### src/rtl/ex_commit_buffer_pkg.sv
// Shared types for the execute-to-memory commit buffer: branch kinds, the buffered entry and widths.
// Pure declarations; no timing or flow control of its own.
package ex_commit_buffer_pkg;

    localparam int XLEN    = 32;
    localparam int RADDR_W = 5;

    typedef enum logic [3:0] {
        BR_NONE,
        BR_EQ,
        BR_NE,
        BR_LT,
        BR_GE,
        BR_LTU,
        BR_GEU,
        BR_JAL,
        BR_JALR
    } br_type_e;

    typedef struct packed {
        logic [XLEN-1:0]    result;
        logic [XLEN-1:0]    store_data;
        logic [RADDR_W-1:0] rd;
        logic               reg_write;
        logic               mem_read;
        logic               mem_write;
    } ex_mem_t;

    function automatic logic is_jump(br_type_e t);
        return (t == BR_JAL) || (t == BR_JALR);
    endfunction

endpackage

### src/rtl/ex_commit_buffer_if.sv
// Bundles the execute-side input, memory-side output and fetch-redirect signals of the commit buffer.
// slave = the buffer itself, master = the surrounding pipeline (or a bench).
interface ex_commit_buffer_if;
    import ex_commit_buffer_pkg::*;

    logic               flush;
    logic               in_valid;
    logic               in_ready;
    logic [XLEN-1:0]    alu_q;
    logic               alu_zero;
    logic               alu_neg;
    br_type_e           br_type;
    logic [XLEN-1:0]    pc_plus4;
    logic [XLEN-1:0]    br_target;
    logic [RADDR_W-1:0] rd;
    logic               reg_write;
    logic               mem_read;
    logic               mem_write;
    logic [XLEN-1:0]    store_data;

    logic               out_valid;
    logic               out_ready;
    logic [XLEN-1:0]    out_result;
    logic [XLEN-1:0]    out_store_data;
    logic [RADDR_W-1:0] out_rd;
    logic               out_reg_write;
    logic               out_mem_read;
    logic               out_mem_write;

    logic               redirect_valid;
    logic [XLEN-1:0]    redirect_pc;

    modport slave (
        input  flush, in_valid, alu_q, alu_zero, alu_neg, br_type, pc_plus4, br_target,
               rd, reg_write, mem_read, mem_write, store_data, out_ready,
        output in_ready, out_valid, out_result, out_store_data, out_rd, out_reg_write,
               out_mem_read, out_mem_write, redirect_valid, redirect_pc
    );

    modport master (
        output flush, in_valid, alu_q, alu_zero, alu_neg, br_type, pc_plus4, br_target,
               rd, reg_write, mem_read, mem_write, store_data, out_ready,
        input  in_ready, out_valid, out_result, out_store_data, out_rd, out_reg_write,
               out_mem_read, out_mem_write, redirect_valid, redirect_pc
    );

endinterface

### src/rtl/ex_commit_buffer_branch_resolve.sv
// Decides whether a branch/jump is taken from the ALU flags; purely combinational, no backpressure.
// Compares arrive as SUB (zero flag) or SLT/SLTU (result LSB).
module ex_commit_buffer_branch_resolve
    import ex_commit_buffer_pkg::*;
(
    input  br_type_e br_type,
    input  logic     alu_q_lsb,
    input  logic     alu_zero,
    output logic     taken
);

    always_comb begin
        taken = 1'b0;
        case (br_type)
            BR_EQ:            taken = alu_zero;
            BR_NE:            taken = ~alu_zero;
            BR_LT, BR_LTU:    taken = alu_q_lsb;
            BR_GE, BR_GEU:    taken = ~alu_q_lsb;
            BR_JAL, BR_JALR:  taken = 1'b1;
            default:          taken = 1'b0;
        endcase
    end

endmodule

### src/rtl/ex_commit_buffer.sv
// Commit buffer between ALU and memory stage: 2-entry FIFO, result visible one edge after accept, redirect one cycle after a taken accept.
// in_ready is registered (count<2), so full throughput holds with a consumer that keeps up; a stalled input is simply not accepted.
module ex_commit_buffer
    import ex_commit_buffer_pkg::*;
(
    input  logic                clk,
    input  logic                rst,
    ex_commit_buffer_if.slave   bus
);

    logic [1:0]      count_q, count_d;
    logic            wr_ptr_q, wr_ptr_d;
    logic            rd_ptr_q, rd_ptr_d;
    logic            in_ready_q, in_ready_d;
    logic            redirect_valid_q, redirect_valid_d;
    logic [XLEN-1:0] redirect_pc_q, redirect_pc_d;
    ex_mem_t         mem_q [2];
    ex_mem_t         mem_d [2];

    logic            taken;
    logic            accept;
    logic            emit;
    logic            out_valid;
    ex_mem_t         in_ent;
    ex_mem_t         head;

    // Neg flag only travels with the instruction for trace; nothing here consumes it.
    logic            unused_alu_neg;
    assign unused_alu_neg = bus.alu_neg;

    ex_commit_buffer_branch_resolve u_branch_resolve (
        .br_type   (bus.br_type),
        .alu_q_lsb (bus.alu_q[0]),
        .alu_zero  (bus.alu_zero),
        .taken     (taken)
    );

    always_comb begin
        in_ent            = '0;
        in_ent.result     = is_jump(bus.br_type) ? bus.pc_plus4 : bus.alu_q;
        in_ent.store_data = bus.store_data;
        in_ent.rd         = bus.rd;
        in_ent.reg_write  = bus.reg_write;
        in_ent.mem_read   = bus.mem_read;
        in_ent.mem_write  = bus.mem_write;

        out_valid = (count_q != 2'd0);
        accept    = bus.in_valid & in_ready_q & ~bus.flush;
        emit      = out_valid & bus.out_ready;

        count_d   = count_q;
        wr_ptr_d  = wr_ptr_q;
        rd_ptr_d  = rd_ptr_q;
        mem_d     = mem_q;

        if (accept) begin
            mem_d[wr_ptr_q] = in_ent;
            wr_ptr_d        = ~wr_ptr_q;
        end
        if (emit) begin
            rd_ptr_d = ~rd_ptr_q;
        end
        case ({accept, emit})
            2'b10:   count_d = count_q + 2'd1;
            2'b01:   count_d = count_q - 2'd1;
            default: count_d = count_q;
        endcase

        // The consumer may still take the head during a flush; the buffer just forgets everything.
        if (bus.flush) begin
            count_d  = 2'd0;
            wr_ptr_d = 1'b0;
            rd_ptr_d = 1'b0;
        end

        in_ready_d       = (count_d != 2'd2);
        redirect_valid_d = accept & taken;
        redirect_pc_d    = (accept & taken) ? bus.br_target : redirect_pc_q;

        head = out_valid ? mem_q[rd_ptr_q] : '0;
    end

    always_ff @(posedge clk or posedge rst) begin
        if (rst) begin
            count_q          <= 2'd0;
            wr_ptr_q         <= 1'b0;
            rd_ptr_q         <= 1'b0;
            in_ready_q       <= 1'b1;
            redirect_valid_q <= 1'b0;
            redirect_pc_q    <= '0;
            mem_q[0]         <= '0;
            mem_q[1]         <= '0;
        end else begin
            count_q          <= count_d;
            wr_ptr_q         <= wr_ptr_d;
            rd_ptr_q         <= rd_ptr_d;
            in_ready_q       <= in_ready_d;
            redirect_valid_q <= redirect_valid_d;
            redirect_pc_q    <= redirect_pc_d;
            mem_q[0]         <= mem_d[0];
            mem_q[1]         <= mem_d[1];
        end
    end

    assign bus.in_ready       = in_ready_q;
    assign bus.out_valid      = out_valid;
    assign bus.out_result     = head.result;
    assign bus.out_store_data = head.store_data;
    assign bus.out_rd         = head.rd;
    assign bus.out_reg_write  = head.reg_write;
    assign bus.out_mem_read   = head.mem_read;
    assign bus.out_mem_write  = head.mem_write;
    assign bus.redirect_valid = redirect_valid_q;
    assign bus.redirect_pc    = redirect_pc_q;

    // A 2-bit count that underflows wraps to 3, so this bound also catches underflow.
    count_bound_a: assert property (@(posedge clk) disable iff (rst) count_q <= 2'd2);

endmodule

### src/flat_wrapper.sv
// flat-port wrapper written by rule: the top's interface ports become plain ports
module ex_commit_buffer_flat import ex_commit_buffer_pkg::*;
  (clk, rst, bus_flush, bus_in_valid, bus_alu_q, bus_alu_zero, bus_alu_neg, bus_br_type, bus_pc_plus4, bus_br_target, bus_rd, bus_reg_write, bus_mem_read, bus_mem_write, bus_store_data, bus_out_ready, bus_in_ready, bus_out_valid, bus_out_result, bus_out_store_data, bus_out_rd, bus_out_reg_write, bus_out_mem_read, bus_out_mem_write, bus_redirect_valid, bus_redirect_pc);
  ex_commit_buffer_if bus_i ();
  input  logic clk;
  input  logic rst;
  input wire logic [$bits(bus_i.flush)-1:0] bus_flush;
  input wire logic [$bits(bus_i.in_valid)-1:0] bus_in_valid;
  input wire logic [$bits(bus_i.alu_q)-1:0] bus_alu_q;
  input wire logic [$bits(bus_i.alu_zero)-1:0] bus_alu_zero;
  input wire logic [$bits(bus_i.alu_neg)-1:0] bus_alu_neg;
  input wire logic [$bits(bus_i.br_type)-1:0] bus_br_type;
  input wire logic [$bits(bus_i.pc_plus4)-1:0] bus_pc_plus4;
  input wire logic [$bits(bus_i.br_target)-1:0] bus_br_target;
  input wire logic [$bits(bus_i.rd)-1:0] bus_rd;
  input wire logic [$bits(bus_i.reg_write)-1:0] bus_reg_write;
  input wire logic [$bits(bus_i.mem_read)-1:0] bus_mem_read;
  input wire logic [$bits(bus_i.mem_write)-1:0] bus_mem_write;
  input wire logic [$bits(bus_i.store_data)-1:0] bus_store_data;
  input wire logic [$bits(bus_i.out_ready)-1:0] bus_out_ready;
  output wire logic [$bits(bus_i.in_ready)-1:0] bus_in_ready;
  output wire logic [$bits(bus_i.out_valid)-1:0] bus_out_valid;
  output wire logic [$bits(bus_i.out_result)-1:0] bus_out_result;
  output wire logic [$bits(bus_i.out_store_data)-1:0] bus_out_store_data;
  output wire logic [$bits(bus_i.out_rd)-1:0] bus_out_rd;
  output wire logic [$bits(bus_i.out_reg_write)-1:0] bus_out_reg_write;
  output wire logic [$bits(bus_i.out_mem_read)-1:0] bus_out_mem_read;
  output wire logic [$bits(bus_i.out_mem_write)-1:0] bus_out_mem_write;
  output wire logic [$bits(bus_i.redirect_valid)-1:0] bus_redirect_valid;
  output wire logic [$bits(bus_i.redirect_pc)-1:0] bus_redirect_pc;
  assign bus_i.flush = bus_flush;
  assign bus_i.in_valid = bus_in_valid;
  assign bus_i.alu_q = bus_alu_q;
  assign bus_i.alu_zero = bus_alu_zero;
  assign bus_i.alu_neg = bus_alu_neg;
  assign bus_i.br_type = bus_br_type;
  assign bus_i.pc_plus4 = bus_pc_plus4;
  assign bus_i.br_target = bus_br_target;
  assign bus_i.rd = bus_rd;
  assign bus_i.reg_write = bus_reg_write;
  assign bus_i.mem_read = bus_mem_read;
  assign bus_i.mem_write = bus_mem_write;
  assign bus_i.store_data = bus_store_data;
  assign bus_i.out_ready = bus_out_ready;
  assign bus_in_ready = bus_i.in_ready;
  assign bus_out_valid = bus_i.out_valid;
  assign bus_out_result = bus_i.out_result;
  assign bus_out_store_data = bus_i.out_store_data;
  assign bus_out_rd = bus_i.out_rd;
  assign bus_out_reg_write = bus_i.out_reg_write;
  assign bus_out_mem_read = bus_i.out_mem_read;
  assign bus_out_mem_write = bus_i.out_mem_write;
  assign bus_redirect_valid = bus_i.redirect_valid;
  assign bus_redirect_pc = bus_i.redirect_pc;
  ex_commit_buffer u_core (.clk(clk), .rst(rst), .bus(bus_i));
endmodule
### config.mk
export PLATFORM = sky130hd
export DESIGN_NAME = ex_commit_buffer_flat
export DESIGN_NICKNAME = d
export VERILOG_FILES = /design/src/rtl/ex_commit_buffer_pkg.sv /design/src/rtl/ex_commit_buffer_if.sv /design/src/rtl/ex_commit_buffer_branch_resolve.sv /design/src/rtl/ex_commit_buffer.sv /design/src/flat_wrapper.sv
export SDC_FILE = /design/constraint.sdc
export NUM_CORES = 1
export LEC_CHECK = 0
export CAP_MARGIN = 20
export CELL_PAD_IN_SITES_DETAIL_PLACEMENT = 1
export CELL_PAD_IN_SITES_GLOBAL_PLACEMENT = 2
export CORE_MARGIN = 2
export CORE_UTILIZATION = 27
export CTS_CLUSTER_SIZE = 12
export DETAILED_ROUTE_END_ITERATION = 10
export PLACE_DENSITY_LB_ADDON = 0.1
export SETUP_SLACK_MARGIN = 0.2
export SLEW_MARGIN = 20
export SYNTH_ARGS = -nofsm -noshare
export SYNTH_HDL_FRONTEND = slang
export SYNTH_HIERARCHICAL = 1
export SYNTH_SLANG_ARGS = --single-unit
### constraint.sdc
create_clock -name clk -period 5.5 [get_ports clk]
set_input_delay 0.55 -clock clk [delete_from_list [all_inputs] [get_ports clk]]
set_output_delay 0.55 -clock clk [all_outputs]
set_load 0.01 [all_outputs]
==> metrics.csv, run 1 <==
stage;metric;value;unit
clock_tree;cts.repair.resized;0;
clock_tree;clkLatencyLatePin;440;ps
flow_run;drv_cap;0;
layout;design_area;11730;sq um
detailed_routing;wire_per_inst;17.63;microns
detailed_routing;drcViolationCount;0;
logic_synthesis;yosysUniqueCellTypes;33;
sta;drv_slew;0;
grt;overflow;0;
floorplanning;fp.dieW;178.9;microns
grt;antenna_found_initial;1;
place;placed_cell_area;11110;sq um
power_and_ir_drop;p_leak;4.939;nW
critical_path;timing.rr.start;u_core/count_q[0]$_DFF_PP0_;
logic_synthesis;synth-seq-area-share;55.15;%
place;port_buffers;252;
layout;diodes;0;
power_and_ir_drop;p_total;6.132;mW
layout;drive_gt1_share;17.75;%
logic_synthesis;ys_async_sr_fraction;100.0;%
detailed_routing;drt-total-wl;23270;microns
place;place_ws;2224;ps
clock_tree;cts_tree;yes;
critical_path;crit_type;reg2out;
sta;holdWs;356.1;ps
grt;grt_pass1_wl;36100;microns
critical_path;startpoint_type;register;
logic_synthesis;yosys-top-cells-area;dfrtp_1, mux2_2, mux2i_1, nor2_1, mux2_4;
sta;rsz0062_at_grt;no;
logic_synthesis;yosysWarnings;6;
logic_synthesis;synthesis.area;8260;sq um
critical_path;crit_fanout;42;
detailed_routing;vias;5911;
clock_tree;root_buffer;clkbuf_16;
layout;final_cell_mix;clkdlybuf4s50_1, dfrtp_1, nor2_1;
logic_synthesis;syn_avg_cell_area;12.24;sq um
logic_synthesis;yosysTopAreaCell;dfrtp_1;
power_and_ir_drop;p_per_area;523.0;nW/um^2
logic_synthesis;synthCells;675;
place;dp_hpwl;15940;microns
sta;setup_violations;0;
floorplanning;initial_utilization;27.22;%
critical_path;end_kind;primary output;
critical_path;critPathRequiredTime;4950;ps
critical_path;cp.arrival;2840;ps
floorplanning;fp.dieArea;32010;sq um
sta;fmax;294.7;MHz
clock_tree;numClockSinks;182;
power_and_ir_drop;ir_drop;0.2114;mV
clock_tree;cts_setup_buffers;0;
layout;layout_commonest_cell;clkdlybuf4s50_1;
clock_tree;cts_buffer_depth;2;
sta;hold_viol_final;0;
logic_synthesis;synth_edf_count;0;
floorplanning;core;30350;sq um
clock_tree;clkSlewWorstSetupHoldPaths;80;ps
detailed_routing;firstDrtPassIters;4;
critical_path;r2r_end;u_core/bus.in_ready$_DFF_PP1_;
grt;grt_max_degree;106;
layout;nNetsFinal;1059;
detailed_routing;drtAntennaViolNets;0;
critical_path;reg2reg_depth;7;
sta;tightest_slew;976.1;ps
detailed_routing;vias_per_cell;4.478;
logic_synthesis;syn_nets;823;
min_path;hold_class;in2async;
detailed_routing;drtIter0Drc;142;
sta;fin_worst_skew;9.935;ps
layout;syn2layout_area_growth;41.94;%
critical_path;r2r_slack;2940;ps
sta;relSlewSlack;34.93;%
clock_tree;cts-hold-fix-buffers;0;
grt;grt_pass1_vias;6697;
sta;setup_tns;0;ps
floorplanning;row_count;64;
floorplanning;io_pins;254;
clock_tree;htreeDepth;4;
sta;setup_slack;2107;ps
logic_synthesis;netlist.area_leader.share;54.83;%
outcome;outcome;complete, no violations;
clock_tree;cts_buffers;17;
logic_synthesis;ys.flop_type;dfrtp_1;
layout;fillCellCount;3231;
place;gp_congestion;0.6833;
logic_synthesis;synth_seq_cells;182;
sta;period_share;61.69;%
sta;period_minus_slack;3393;ps
grt;track_usage;14.75;%
floorplanning;die_h;178.9;microns
layer usage:
metal  up-vias  part of all wire (%)  wire [microns]  track usage, %
li1       2784                     -               -               -
met1      2934                    42            9761           17.40
met2       173                    49           11320           25.27
met3        18                   8.2            1898           4.941
met4         2                   1.2             279           4.573
met5         -                 0.056              13               0
cell families after synthesis:
logic type / synth area share [%]
multiplexers: 28.60
flip-flops: 55.15
AND/OR/NAND/NOR: 7.680
AO/OA/AOI/OAI: 4.362
buffers and inverters: 3.393
XOR/XNOR: 0.5302
adder cells (fa/ha/maj): 0.2878
power breakdown:
part           switching, mW  internal (mW)  total [mW]
clock network          0.590          0.646        1.24
logic                   1.14           1.46        2.60
registers              0.351           1.94        2.29
metrics by stage:
step                util [%]  std cells
global placement       36.61       1287
floorplan                  -        675
finish                 38.63       1320
CTS                    38.54       1319
detailed placement     36.61       1287
global route           38.63       1320
worst max-delay path by stage:
stage / slack (ps) / to / start
floorplan: 2610 / u_core/bus.redirect_pc[0]$_DFFE_PP0P_ / rst
global placement: 2230 / u_core/mem_q[32]$_DFFE_PP0P_ / bus_flush
detailed placement: 2220 / u_core/mem_q[25]$_DFFE_PP0P_ / bus_flush
CTS: 1900 / bus_out_rd[1] / u_core/rd_ptr_q$_DFFE_PP0P_
global route: 1850 / bus_out_rd[1] / u_core/count_q[0]$_DFF_PP0_
finish: 2110 / bus_out_rd[1] / u_core/count_q[0]$_DFF_PP0_
critical path: stages (launching register included):
cell and delay, ps:
dfrtp_1 430, nor2_4 730, buf_4 600, nor2_1 140, clkdlybuf4s50_1 510
cell usage after synthesis, types with 2 or more instances:
library cell,n
mux2i_1,104
xor2_1,2
a21oi_1,33
mux2_2,96
buf_4,7
nand2_1,33
nor2_1,111
buf_6,7
nand2_2,2
inv_1,3
clkbuf_1,9
o21ai_1,14
mux2_4,16
o21ai_0,18
xnor2_1,3
dfrtp_1,181
buf_2,20
state kept, by name, indices dropped and copies added (netlist names):
register                   count
u_core/mem_q                 144
u_core/bus.redirect_pc        32
u_core/bus.redirect_valid      1
u_core/bus.in_ready            1
u_core/rd_ptr_q                1
u_core/count_q                 2
u_core/wr_ptr_q                1
area by class of cell:
type | count | area (sq um) | area share, %
clock buffer | 17 | 425.4 | 3.628
clock inverter | 15 | 161.4 | 1.377
inverter | 4 | 18.77 | 0.1601
multi-input combinational | 446 | 3437 | 29.31
sequential | 182 | 4559 | 38.89
tap | 396 | 495.5 | 4.226
timing repair buffer | 260 | 2628 | 22.41
(Power assumes the default switching activity.)
==> inputs of run 2 (changes only) <==
--- a/config.mk
+++ b/config.mk
@@ -9,7 +9,7 @@
 export CELL_PAD_IN_SITES_DETAIL_PLACEMENT = 1
 export CELL_PAD_IN_SITES_GLOBAL_PLACEMENT = 2
 export CORE_MARGIN = 2
-export CORE_UTILIZATION = 27
+export CORE_UTILIZATION = 30
 export CTS_CLUSTER_SIZE = 12
 export DETAILED_ROUTE_END_ITERATION = 10
 export PLACE_DENSITY_LB_ADDON = 0.1
==> constraint.sdc (replaced) <==
create_clock -name clk -period 3.15 [get_ports clk]
set_input_delay 0.315 -clock clk [delete_from_list [all_inputs] [get_ports clk]]
set_output_delay 0.315 -clock clk [all_outputs]
set_load 0.01 [all_outputs]
==> run 2 against run 1 <==
Clock power rose by 70%. Utilization up 4.7 points. Setup slack worse by 1600 ps. Final area about the same. Via count is 0.76% higher. Sequential power up 74%. Combinational power increased by 77%. Routed wire length fell by 1.6%. Die area down 9.8%. Clock-buffer cell count rose by 1.
==> metrics.csv, run 2 (synthesized netlist as in run 1, its figures left out) <==
stage;metric;value;unit;change
clock_tree;htreeDepth;4;;unchanged
place;gp_congestion;0.7245;;was 0.6833
floorplanning;fp.dieArea;28880;sq um;was 32010 sq um
detailed_routing;drtAntennaViolNets;0;;unchanged
layout;regMostFlops;u_core/mem_q;;unchanged
floorplanning;initial_utilization;30.56;%;was 27.22%
layout;post-route-util;43.37;%;was 38.63%
sta;period_minus_slack;2628;ps;
clock_tree;cts_buffers;17;;unchanged
flow_run;drv_cap;0;;unchanged
clock_tree;root_buffer;clkbuf_16;;unchanged
grt;grt_pass1_wl;35870;microns;was 36100 microns
sta;drv_slew;0;;unchanged
floorplanning;row_count;60;;was 64
clock_tree;clkSlewWorstSetupHoldPaths;80;ps;about the same
layout;drive_gt1_share;18.37;%;was 17.75%
critical_path;max_stage_delay;640;ps;was 730 ps
detailed_routing;wire_per_inst;18.00;microns;was 17.63 microns
critical_path;critPathRequiredTime;2830;ps;was 4950 ps
layout;syn2layout_area_growth;41.90;%;was 41.94%
critical_path;slowest_stage;dfrtp_4;;was nor2_4
grt;overflow;0;;unchanged
layout;stdcell_count;1272;;was 1320
sta;setup_violations;0;;unchanged
layout;layout_commonest_cell;clkdlybuf4s50_1;;unchanged
critical_path;cp.arrival;2310;ps;was 2840 ps
critical_path;end_kind;primary output;;unchanged
outcome;outcome;complete, no violations;;unchanged
clock_tree;cts-hold-fix-buffers;0;;unchanged
sta;tightest_slew;632.2;ps;was 976.1 ps
critical_path;crit_fanout;40;;was 42
power_and_ir_drop;p_total;10.69;mW;was 6.132 mW
layout;diodes;0;;unchanged
floorplanning;die_h;169.9;microns;was 178.9 microns
place;port_buffers;252;;unchanged
detailed_routing;firstDrtPassIters;4;;unchanged
grt;grt_pass1_vias;6697;;unchanged
place;dp_hpwl;15870;microns;was 15940 microns
power_and_ir_drop;ir_drop;0.3474;mV;was 0.2114 mV
clock_tree;cts_setup_buffers;0;;unchanged
floorplanning;core;27030;sq um;was 30350 sq um
detailed_routing;vias;5956;;was 5911
clock_tree;clkLatencyLatePin;430;ps;was 440 ps
clock_tree;cts.repair.resized;0;;unchanged
critical_path;startpoint_type;register;;unchanged
layout;largest_reg_flops;144;;unchanged
floorplanning;fp.dieW;169.9;microns;was 178.9 microns
grt;antenna_found_initial;2;;was 1
sta;relSlewSlack;57.86;%;was 34.93%
detailed_routing;drt-total-wl;22900;microns;was 23270 microns
power_and_ir_drop;p_leak;4.985;nW;was 4.939 nW
sta;period_share;83.44;%;
floorplanning;io_pins;254;;unchanged
critical_path;path_delay_family;buffers and inverters;;unchanged
power_and_ir_drop;p_per_area;912.2;nW/um^2;was 523.0 nW/um^2
place;dp.cells;1240;;was 1287
detailed_routing;vias_per_cell;4.682;;was 4.478
critical_path;crit_buf_inv;2;;unchanged
clock_tree;numClockSinks;182;;unchanged
min_path;hold_class;in2async;;unchanged
layout;final_cell_mix;clkdlybuf4s50_1, dfrtp_1, nor2_1;;unchanged
sta;rsz0062_at_grt;no;;unchanged
detailed_routing;drcViolationCount;0;;unchanged
sta;fin_worst_skew;16.66;ps;was 9.935 ps
critical_path;crit_chain;buf_12 -> mux2i_1 -> nor2_1 -> clkdlybuf4s50_1;;was nor2_4 -> buf_4 -> nor2_1 -> clkdlybuf4s50_1
critical_path;crit_type;reg2out;;unchanged
layout;nNetsFinal;1066;;was 1059
grt;grt_max_degree;109;;was 106
critical_path;r2r_slack;870;ps;was 2940 ps
sta;fmax;380.5;MHz;
grt;track_usage;16.12;%;was 14.75%
clock_tree;cts_buffer_depth;2;;unchanged
clock_tree;cts_tree;yes;;unchanged
sta;setup_tns;0;ps;unchanged
sta;hold_viol_final;0;;unchanged
detailed_routing;drtIter0Drc;211;;was 142
-- run 2: where the power goes --
| group | switching (mW) | internal (mW) |
|---|---|---|
| Combinational | 2.02 | 2.58 |
| Clock | 1.03 | 1.07 |
| Sequential | 0.599 | 3.39 |
| Total | 3.65 | 7.04 |
-- run 2: worst reg2reg max path, delay by kind of cell, from the launching register on --
kind / cells / cell delay [ps]
buf+inv: 1 / 130
flops: 1 / 440
simple gates: 4 / 1100
xor+xnor: 2 / 300
fa+ha+maj: 1 / 210
-- run 2: through the flow --
| stage | setup WS (ps) | instance area [sq um] | hold WS (ps) |
|---|---|---|---|
| after global routing | 363.6 | 11720 | 394.6 |
| after global placement | 676.1 | 11150 | 462.0 |
| after floorplan | 499.3 | 8264 | 381.3 |
| after CTS | 463.2 | 11720 | 376.7 |
| after detailed placement | 628.3 | 11150 | 475.5 |
| final | 521.7 | 11720 | 357.2 |
-- run 2: cell type report --
cell class	instances	area (sq um)
clock buffers	18	439.2
inverters	4	18.77
fillers	2834	15300
clock inverters	14	130.1
well taps	341	426.7
flip-flops and latches	182	4559
repair buffers	267	2710
multi-input cells	446	3437
-- run 2: per-layer routing --
metal | track usage (%) | share of wire [%] | vias up
met2 | 28.07 | 49 | 173
met1 | 18.43 | 41 | 2951
met5 | 0 | 0.12 | -
li1 | - | - | 2798
met4 | 4.794 | 1.6 | 4
met3 | 6.093 | 8.2 | 30
-- run 2: path summary, 6_finish.rpt --
| path | start | end | cells after the start |
|---|---|---|---|
| max | u_core/rd_ptr_q$_DFFE_PP0P_ | bus_out_store_data[10] | 4 |
| min | rst | u_core/mem_q[103]$_DFFE_PP0P_ | 3 |
| max reg2reg | u_core/count_q[0]$_DFF_PP0_ | u_core/bus.in_ready$_DFF_PP1_ | 8 |
| min reg2reg | u_core/mem_q[69]$_DFFE_PP0P_ | u_core/mem_q[69]$_DFFE_PP0P_ | 2 |
| max in group asynchronous | rst | u_core/rd_ptr_q$_DFFE_PP0P_ | 3 |
| min in group clk | u_core/mem_q[69]$_DFFE_PP0P_ | u_core/mem_q[69]$_DFFE_PP0P_ | 2 |
